===== src/rtl/fifo_ctrl_pkg.sv =====
// Shared definitions for the gen2 FIFO pointer/flag controller and its reservation sub-block.
package fifo_ctrl_pkg;

  function automatic int unsigned cnt_width(input int unsigned aw);
    return aw + 1;
  endfunction

  // Legal depth range: 2 .. 2**aw entries.
  function automatic bit params_ok(input int unsigned size, input int unsigned aw);
    return (size >= 2) && (aw >= 1) && (aw < 32) &&
           (64'(size) <= (64'd1 << aw));
  endfunction

  typedef struct packed {
    logic full;
    logic empty;
    logic one_from_full;
    logic nearly_full;
    logic nearly_empty;
  } fifo_flags_t;

  typedef struct packed {
    logic ovf;
    logic udf;
  } fifo_errs_t;

  localparam fifo_flags_t FLAGS_RST = '{full: 1'b0, empty: 1'b1, one_from_full: 1'b0,
                                        nearly_full: 1'b0, nearly_empty: 1'b1};
  localparam fifo_errs_t  ERRS_RST  = '{ovf: 1'b0, udf: 1'b0};

endpackage


===== src/rtl/fifo_ctrl_rsv.sv =====
// Burst space reservation: tracks entries promised to granted bursts but not yet written.
module fifo_ctrl_rsv
  import fifo_ctrl_pkg::*;
#(
  parameter int unsigned FIFO_SIZE = 24,
  parameter int unsigned CW        = 6
) (
  input  logic          clk,
  input  logic          rst,
  input  logic          flush,
  input  logic          we,
  input  logic          rsv_rqst,
  input  logic [CW-1:0] rsv_len,
  input  logic [CW-1:0] count,
  output logic          rsv_gnt,
  output logic [CW-1:0] rsv_cnt_nxt
);

  logic [CW-1:0] rsv_cnt_q;
  logic [CW-1:0] rsv_cnt_d;
  logic [CW-1:0] avail;

  // A write issued in the grant cycle already consumes one of the reserved entries.
  always_comb begin
    avail     = CW'(FIFO_SIZE) - count - rsv_cnt_q;
    rsv_gnt   = rsv_rqst & ~flush & (rsv_len != '0) & (rsv_len <= avail);
    rsv_cnt_d = rsv_cnt_q;
    if (rsv_gnt) rsv_cnt_d = rsv_cnt_d + rsv_len;
    if (we && (rsv_cnt_d != '0)) rsv_cnt_d = rsv_cnt_d - CW'(1);
    if (flush) rsv_cnt_d = '0;
  end

  assign rsv_cnt_nxt = rsv_cnt_d;

  always_ff @(posedge clk or posedge rst) begin
    if (rst) rsv_cnt_q <= '0;
    else     rsv_cnt_q <= rsv_cnt_d;
  end

endmodule


===== src/rtl/fifo_ctrl_gen2.sv =====
// Gen2 FIFO pointer/flag controller for an external RAM of any depth up to 2**ADDRESS_WIDTH.
// Burst space reservation is built only when FIFO_CTRL_RSV_EN is defined.
module fifo_ctrl_gen2
  import fifo_ctrl_pkg::*;
#(
  parameter  int unsigned FIFO_SIZE     = 24,
  parameter  int unsigned ADDRESS_WIDTH = 5,
  localparam int unsigned CW            = cnt_width(ADDRESS_WIDTH)
) (
  input  logic                     clk,
  input  logic                     rst,
  input  logic                     flush,
  input  logic                     wr_rqst,
  input  logic                     rd_rqst,
  input  logic [CW-1:0]            nf_thresh,
  input  logic [CW-1:0]            ne_thresh,
  input  logic                     rsv_rqst,
  input  logic [CW-1:0]            rsv_len,
  output logic                     rsv_gnt,
  output logic [ADDRESS_WIDTH-1:0] wrptr,
  output logic [ADDRESS_WIDTH-1:0] rdptr,
  output logic [CW-1:0]            fifo_count,
  output logic [CW-1:0]            fifo_free,
  output logic                     fifo_full,
  output logic                     fifo_empty,
  output logic                     fifo_one_from_full,
  output logic                     fifo_nearly_full,
  output logic                     fifo_nearly_empty,
  output logic                     ovf_err,
  output logic                     udf_err
);

  localparam int unsigned     AW       = ADDRESS_WIDTH;
  localparam logic [CW-1:0]   SIZE_C   = CW'(FIFO_SIZE);
  localparam logic [AW-1:0]   LAST_PTR = AW'(FIFO_SIZE - 1);

  if (!params_ok(FIFO_SIZE, ADDRESS_WIDTH)) begin : g_bad_params
    $error("fifo_ctrl_gen2: FIFO_SIZE must be within 2..2**ADDRESS_WIDTH");
  end

  function automatic logic [AW-1:0] ptr_inc(input logic [AW-1:0] p);
    return (p == LAST_PTR) ? '0 : p + AW'(1);
  endfunction

  logic [AW-1:0] wrptr_q, wrptr_d;
  logic [AW-1:0] rdptr_q, rdptr_d;
  logic [CW-1:0] count_q, count_d;
  logic [CW-1:0] free_q, free_d;
  fifo_flags_t   flags_q, flags_d;
  fifo_errs_t    errs_q, errs_d;
  logic          we;
  logic          re;
  logic [CW-1:0] rsv_cnt_nxt;

`ifdef FIFO_CTRL_RSV_EN
  fifo_ctrl_rsv #(
    .FIFO_SIZE (FIFO_SIZE),
    .CW        (CW)
  ) u_rsv (
    .clk         (clk),
    .rst         (rst),
    .flush       (flush),
    .we          (we),
    .rsv_rqst    (rsv_rqst),
    .rsv_len     (rsv_len),
    .count       (count_q),
    .rsv_gnt     (rsv_gnt),
    .rsv_cnt_nxt (rsv_cnt_nxt)
  );
`else
  logic unused_rsv;
  assign unused_rsv  = ^{rsv_rqst, rsv_len};
  assign rsv_gnt     = 1'b0;
  assign rsv_cnt_nxt = '0;
`endif

  // Next-state: gated requests, pointer wrap at FIFO_SIZE-1, flags from the next count.
  always_comb begin
    we      = wr_rqst & ~flags_q.full;
    re      = rd_rqst & ~flags_q.empty;
    wrptr_d = we ? ptr_inc(wrptr_q) : wrptr_q;
    rdptr_d = re ? ptr_inc(rdptr_q) : rdptr_q;
    count_d = count_q + CW'(we) - CW'(re);
    free_d  = SIZE_C - count_d - rsv_cnt_nxt;

    flags_d.full          = (count_d == SIZE_C);
    flags_d.empty         = (count_d == '0);
    flags_d.one_from_full = (count_d == SIZE_C - CW'(1));
    flags_d.nearly_full   = (count_d >= nf_thresh);
    flags_d.nearly_empty  = (count_d <= ne_thresh);

    errs_d.ovf = errs_q.ovf | (wr_rqst & flags_q.full);
    errs_d.udf = errs_q.udf | (rd_rqst & flags_q.empty);

    if (flush) begin
      wrptr_d = '0;
      rdptr_d = '0;
      count_d = '0;
      free_d  = SIZE_C;
      flags_d = FLAGS_RST;
      errs_d  = ERRS_RST;
    end
  end

  always_ff @(posedge clk or posedge rst) begin
    if (rst) begin
      wrptr_q <= '0;
      rdptr_q <= '0;
      count_q <= '0;
      free_q  <= SIZE_C;
      flags_q <= FLAGS_RST;
      errs_q  <= ERRS_RST;
    end else begin
      wrptr_q <= wrptr_d;
      rdptr_q <= rdptr_d;
      count_q <= count_d;
      free_q  <= free_d;
      flags_q <= flags_d;
      errs_q  <= errs_d;
    end
  end

  assign wrptr              = wrptr_q;
  assign rdptr              = rdptr_q;
  assign fifo_count         = count_q;
  assign fifo_free          = free_q;
  assign fifo_full          = flags_q.full;
  assign fifo_empty         = flags_q.empty;
  assign fifo_one_from_full = flags_q.one_from_full;
  assign fifo_nearly_full   = flags_q.nearly_full;
  assign fifo_nearly_empty  = flags_q.nearly_empty;
  assign ovf_err            = errs_q.ovf;
  assign udf_err            = errs_q.udf;

endmodule


===== config.mk =====
export PLATFORM = sky130hd
export DESIGN_NAME = fifo_ctrl_gen2
export DESIGN_NICKNAME = d
export VERILOG_FILES = /design/src/rtl/fifo_ctrl_pkg.sv /design/src/rtl/fifo_ctrl_rsv.sv /design/src/rtl/fifo_ctrl_gen2.sv
export SDC_FILE = /design/constraint.sdc
export NUM_CORES = 1
export LEC_CHECK = 0
export CAP_MARGIN = 20
export CORE_ASPECT_RATIO = 2
export CORE_MARGIN = 2
export CORE_UTILIZATION = 50
export CTS_CLUSTER_DIAMETER = 200
export DETAILED_ROUTE_END_ITERATION = 12
export HOLD_SLACK_MARGIN = 0.03
export PLACE_DENSITY = 0.87
export SLEW_MARGIN = 20
export SYNTH_ARGS = -nofsm -noshare
export SYNTH_HDL_FRONTEND = slang
export SYNTH_SLANG_ARGS = --single-unit

===== constraint.sdc =====
create_clock -name clk -period 6.15 [get_ports clk]
set_clock_uncertainty 0.15 [all_clocks]
set_input_delay 0.615 -clock clk [delete_from_list [all_inputs] [get_ports clk]]
set_output_delay 0.615 -clock clk [all_outputs]
set_load 0.1 [all_outputs]

=== Word-level counts from Yosys, hierarchy flattened ===
Cells that the tools add are included.

* Input port bits: 24
* Flip-flop bits (word level): 29

* Eq/ne operators: 4
* Multiplexer cells: 10
* Bitwise logic cells: 8
* Add/sub/neg operators: 5
* Reductions and logical operators: 3
* Order comparisons: 2

{| class="wikitable"
|+ Operators by type and width
! operator !! number
|-
| 5-bit 2-to-1 mux || 7
|-
| 6-bit by 5-bit == test with 1-bit output, second input constant || 2
|-
| 6-bit 2-to-1 mux || 2
|-
| 5-bit by 1-bit adder with 5-bit output, second input constant || 2
|-
| 5-bit == test, second input constant || 2
|-
| 6-bit by 1-bit adder with 6-bit output || 1
|-
| 6-bit >= comparator || 1
|-
| 6-bit less-or-equal comparator || 1
|-
| 6-bit zero test || 1
|-
| 5-bit by 6-bit subtractor with 6-bit output, first input constant || 1
|-
| 6-bit by 1-bit subtractor with 6-bit output || 1
|-
| 1-bit bitwise AND || 4
|-
| 2-bit nonzero test || 2
|-
| 2-bit 2-to-1 mux || 1
|-
| 1-bit NOT || 2
|-
| 1-bit bitwise OR || 2
|}

=== Longest topological paths before layout ===
Gate-level depths: netlist (run 1).

* Word-level depth: 6
* Depth in mapped cells: 14
* Mapped depth without buffers: 13

=== Worst setup path before layout (run 1) ===
No wires, ideal clock.

* Path type: register -> register
* Start: register flags_q, in the netlist fifo_full
* End: register flags_q, in the netlist fifo_nearly_full
* Stages on the path, launching flop included: 15
* Buffers on the path: 1
* Arrival time: 3.357 ns
* Setup slack: 2.522 ns
* Period minus slack after synthesis: 3.628 ns
* Path through: dfrtp_1 > nor2b_1 > inv_1 > ha_1 > inv_1 > ha_1 > a21o_1 > a211o_1 > and2_1 > buf_6 > ha_1 > a21oi_1 > o21a_1 > nand2_1 > a32o_1

{| class="wikitable"
|+ RTL lines
! element !! line !! text
|-
| start: declaration || fifo_ctrl_gen2.sv:49 || <nowiki>fifo_flags_t flags_q, flags_d;</nowiki>
|-
| start signal: assignment || fifo_ctrl_gen2.sv:118 || <nowiki>flags_q <= flags_d;</nowiki>
|}

==> flow_metrics.tcl, run 1 <==
set metrics [dict create \
    cp-start-kind "input pin" \
    drv_cap 0 \
    crit_type "in2reg" \
    wire_per_inst_um 13.7 \
    root_buffer "clkbuf_8" \
    ys_warn_count 0 \
    ios 54 \
    overflow 0 \
    die_h_um 89.1 \
    diodes 0 \
    rsz0062_at_grt "no" \
    finalSetupTns_ns 0 \
    first_pass_iters 4 \
    cts_tree "done" \
    synth_seq_cells 28 \
    postCtsSetupRepairBufs 0 \
    synth_cell_type_count 48 \
    wl_met1_mm 1.55 \
    via_count 1509 \
    cts_sinks 28 \
    routabilityCongestion 0.851 \
    track_usage 0.212 \
    synthCells 188 \
    end_kind "flip-flop" \
    route.detailed.drc 0 \
    arrival_ns 3.84 \
    max_freq_ghz 0.262 \
    dr_wl_met2_mm 2.08 \
    coreArea_um2 3530 \
    worstPathRequired_ns 6.17 \
    r2r-start "fifo_full$_DFF_PP0_" \
    clk_latency_ns 0.28 \
    floorplan.initialDensity 0.513 \
    antenna_found_initial 0 \
    synth_area_um2 1810 \
    cts_inserted_buffers 3 \
    wl_met3_um 141 \
    slew_violations 0 \
    die-area_um2 4150 \
    drt_wl_total_mm 3.84 \
    hold_viol_final 0 \
    avgSynthCellArea_um2 9.64 \
    cp_max_fo 8 \
    placementRows 31 \
    min_period_over_period 0.621 \
    ctsHtreeMaxLevel 1 \
    min_period_ns 3.82 \
    postCtsResizedCells 0 \
    postCtsHoldBufs 0 \
    status "complete, no violations" \
    finalSetupViolCount 0 \
    min_path_type "reg2reg" \
    hpwl_mm 2.87 \
    syn2layout_area_growth_pct 30.0 \
    first_iter_violations 26 \
    nets 276 \
    grt_first_pass_wirelength_mm 6.44 \
    top_layer_used "met4" \
    io_buffers 45 \
    die_w_um 46.6 \
    grt_max_degree 29 \
    clk_path_buf_depth 2 \
    tightestPinTransition_ns 0.973 \
    seq_area_frac_synth 0.390 \
    min_from "ovf_err$_DFF_PP0_" \
    ys.flop_type "dfrtp_1" \
    relSlewSlack 0.349 \
    drive_gt1_frac 0.0866 \
    final_core_util 0.667 \
    ant_nets 0 \
    synth_edf_count 0 \
    clkTransAtPathRegs_ns 0.10 \
    crit_start "wr_rqst" \
    first_global_vias 1522 \
    viasPerCell 5.39 \
    synthesis.nets 232 \
    synthArstFlopShare 1.00 \
]
[flip-flops by register name, summed over array words and instances (netlist names)]
register,flops
fifo_nearly_empty,1
udf_err,1
fifo_full,1
rdptr,5
wrptr,5
fifo_free,6
fifo_count,5
fifo_empty,1
ovf_err,1
fifo_one_from_full,1
fifo_nearly_full,1
[cell usage in the layout, fill, tap and decap left out, types with 3 or more instances in the layout]
cell type | synthesis | final
inv_1 | 23 | 22
nand2_1 | 18 | 18
a21oi_1 | 17 | 17
clkdlybuf4s50_1 | 0 | 45
nor2b_1 | 3 | 3
clkbuf_8 | 0 | 3
mux2i_1 | 3 | 3
nand4_1 | 3 | 3
nor2_1 | 13 | 13
ha_1 | 19 | 19
dfrtp_1 | 24 | 24
dfstp_2 | 4 | 4
nand3_1 | 6 | 6
xnor2_1 | 3 | 3
[synth_stat cells, drive strengths merged, types with 4 or more instances]
cell type   n  area [um^2]
dfstp       4          105
o21ai       4         20.0
nor2       13         48.8
nand3       6         30.0
dfrtp      24          601
nand2      18         67.6
buf         4         31.3
ha         19          238
inv        24         90.1
a21oi      20          126
xnor2       5         58.8
[worst paths after layout]
check                      slack, ns                          to  cells past startpoint
max                             2.33  fifo_nearly_full$_DFF_PP0_                     14
min                             0.37           ovf_err$_DFF_PP0_                      2
max reg2reg                     2.74  fifo_nearly_full$_DFF_PP0_                     13
min reg2reg                     0.37           ovf_err$_DFF_PP0_                      2
max in group asynchronous       4.89     fifo_count[4]$_DFF_PP0_                      2
min in group asynchronous       0.57        rdptr[2]$_DFFE_PP0P_                      2
[layer usage]
layer / GRT usage / up-vias
li1: - / 724
met1: 0.244 / 724
met2: 0.374 / 53
met3: 0.0283 / 8
met4: 0.0909 / 0
met5: 0 / -
[layout make-up]
type                       count  area, um^2
multi-input combinational    130         977
tap                           49        61.3
sequential                    28         706
fill                         287        1170
clock buffer                   3        41.3
clock inverter                 1        30.0
inverter                      24        90.1
timing repair buffer          45         450
[logic make-up after synthesis]
logic type / count (synthesis) / synth area share
and+or+nand+nor: 59 / 0.161
AOI/OAI and AO/OA: 39 / 0.163
buffers and inverters: 30 / 0.0711
DFF: 28 / 0.390
adders and majority gates: 20 / 0.142
xor gates and xnor gates: 8 / 0.0546
muxes: 3 / 0.0166
other: 1 / 0.00207
[stage by stage]
stage          hold WS [ns]  std cells  instance area, um^2  setup slack, ns
2_1_floorplan         0.527        188                 1810             2.52
3_3_place_gp          0.329        276                 2280             2.10
3_5_place_dp          0.351        276                 2280             2.05
4_1_cts               0.378        280                 2360             2.31
5_1_grt               0.425        280                 2360             2.11
6_report              0.366        280                 2360             2.33
[worst max-delay path, stage by stage]
cell and delay [ns]:
clkdlybuf4s50_1 0.47, nor2b_1 0.29, inv_1 0.15, ha_1 0.30
inv_1 0.04, ha_1 0.21, a21o_1 0.19, a211o_1 0.34
and2_1 0.29, ha_1 0.33, a21oi_1 0.15, o21a_1 0.15
nand2_1 0.05, a32o_1 0.26
Power of run 1 is not shown: default switching activity piles up to over one toggle a cycle in this logic, so the estimate is an artifact.
==> run 2: changes to the inputs <==
- CORE_UTILIZATION: 50 -> 47
- PLACE_DENSITY: 0.87 -> 0.83
- clock period: 6.15 -> 3.8 ns (I/O delays scaled with it)
==> flow_metrics.tcl, run 2 (same netlist as run 1, synthesis figures left out) <==
set metrics [dict create \
    r2r_cells 13 \
    final_common_cell "clkdlybuf4s50_1" \
    reg2reg_slack_ns 0.56 \
    grt_first_pass_wirelength_mm 6.12 \
    clk_latency_ns 0.27 \
    r2r-end "fifo_nearly_full$_DFF_PP0_" \
    postCtsResizedCells 0 \
    status "complete, no violations" \
    antenna_found_initial 0 \
    die-area_um2 4400 \
    drv_cap 0 \
    path_cells "clkdlybuf4s50_1 > nor2b_1 > inv_1 > ha_1 > inv_1 > ha_1 > a21o_1 > a211o_1 > and2_1 > ha_1 > a21oi_1 > o21a_1 > nand2_1 > a32o_1" \
    placementRows 32 \
    crit_type "in2reg" \
    postCtsSetupRepairBufs 0 \
    ant_nets 0 \
    finalSetupViolCount 0 \
    cts_inserted_buffers 3 \
    path_buf_inv 3 \
    wire_per_inst_um 12.9 \
    relSlewSlack 0.350 \
    cpPeakStageDelay_ns 0.47 \
    cp_top_family "compound AO/OA/AOI/OAI gates" \
    cp-start-kind "input pin" \
    r2r-start "fifo_full$_DFF_PP0_" \
    via_count 1482 \
    io_buffers 45 \
    overflow 0 \
    postCtsHoldBufs 0 \
    min_path_type "in2async" \
    finalSetupTns_ns 0 \
    viasPerCell 5.16 \
    rsz0062_at_grt "no" \
    num-fill-cells 336 \
    track_usage 0.186 \
    first_iter_violations 22 \
    clk_path_buf_depth 2 \
    root_buffer "clkbuf_8" \
    drt_wl_total_mm 3.71 \
    final_cell_mix "clkdlybuf4s50_1 (45), dfrtp_1 (24), inv_1 (22), ha_1 (19), nand2_1 (18)" \
    diodes 0 \
    routabilityCongestion 0.856 \
    ios 54 \
    drive_gt1_frac 0.106 \
    route.detailed.drc 0 \
    max_freq_ghz 0.292 \
    largest_reg_flops 6 \
    hold_viol_final 0 \
    coreArea_um2 3760 \
    tightestPinTransition_ns 0.972 \
    ctsHtreeMaxLevel 1 \
    cp_max_fo 8 \
    worstPathRequired_ns 3.82 \
    grt_max_degree 29 \
    nets 281 \
    die_w_um 47.9 \
    crit_slowest_cell "clkdlybuf4s50_1" \
    arrival_ns 3.44 \
    cpMostUsedCell "ha_1" \
    cts_sinks 28 \
    floorplan.initialDensity 0.481 \
    min_period_ns 3.42 \
    syn2layout_area_growth_pct 32.3 \
    hpwl_mm 3.03 \
    cts_tree "done" \
    first_global_vias 1435 \
    first_pass_iters 4 \
    clkTransAtPathRegs_ns 0.09 \
    min_period_over_period 0.901 \
    die_h_um 91.8 \
    end_kind "flip-flop" \
    slew_violations 0 \
]
run 2: cell types whose count changed in the layout (fill, tap and decap cells not counted), sizes merged:
cell  change
buf       +5
run 2: per-layer routing:
| metal | part of all wire | global-route usage | vias up | wire length (um) |
|---|---|---|---|---|
| met3 | 0.042 | 0.0177 | 4 | 156 |
| met1 | 0.42 | 0.230 | 683 | 1560 |
| met5 | 0 | 0 | - | 0 |
| li1 | - | - | 744 | - |
| met4 | 0.010 | 0.0428 | 0 | 38 |
| met2 | 0.53 | 0.327 | 51 | 1950 |
run 2: how the worst max path moves through the flow:
stage                             start                          to  slack, ns  depth (start not counted)
floorplan           fifo_full$_DFF_PP0_  fifo_nearly_full$_DFF_PP0_       0.17                         14
global placement                wr_rqst  fifo_nearly_full$_DFF_PP0_       0.15                         14
detailed placement              wr_rqst  fifo_nearly_full$_DFF_PP0_       0.07                         14
CTS                             wr_rqst  fifo_nearly_full$_DFF_PP0_       0.36                         14
global route                    wr_rqst  fifo_nearly_full$_DFF_PP0_       0.18                         14
finish                          wr_rqst  fifo_nearly_full$_DFF_PP0_       0.38                         14
run 2: final cells by class:
cell class	instances	area (um^2)	share of cell area
Sequential cell	28	706	0.295
Multi-Input combinational cell	130	977	0.408
Inverter	24	90.1	0.0376
Timing Repair Buffer	50	488	0.204
Clock inverter	1	30.0	0.0125
Clock buffer	3	41.3	0.0172
Tap cell	51	63.8	0.0266
run 2: metrics by stage:
step | hold slack, ns | utilization | setup WS, ns | std cells | instance area, um^2
6_report | 0.323 | 0.637 | 0.377 | 287 | 2400
5_1_grt | 0.376 | 0.637 | 0.177 | 287 | 2400
2_1_floorplan | 0.292 | - | 0.172 | 188 | 1810
3_3_place_gp | 0.326 | 0.618 | 0.151 | 283 | 2320
3_5_place_dp | 0.343 | 0.618 | 0.0680 | 283 | 2320
4_1_cts | 0.365 | 0.637 | 0.359 | 287 | 2400
run 2: worst register-to-register path, stage by stage (launching register included):
cell	delay, ns
dfrtp_1	0.41
nor2b_1	0.15
inv_1	0.11
ha_1	0.28
inv_1	0.04
ha_1	0.21
a21o_1	0.19
a211o_1	0.33
and2_1	0.28
ha_1	0.34
a21oi_1	0.16
o21a_1	0.17
nand2_1	0.07
a32o_1	0.26
Power of run 2 is left out for the same reason.
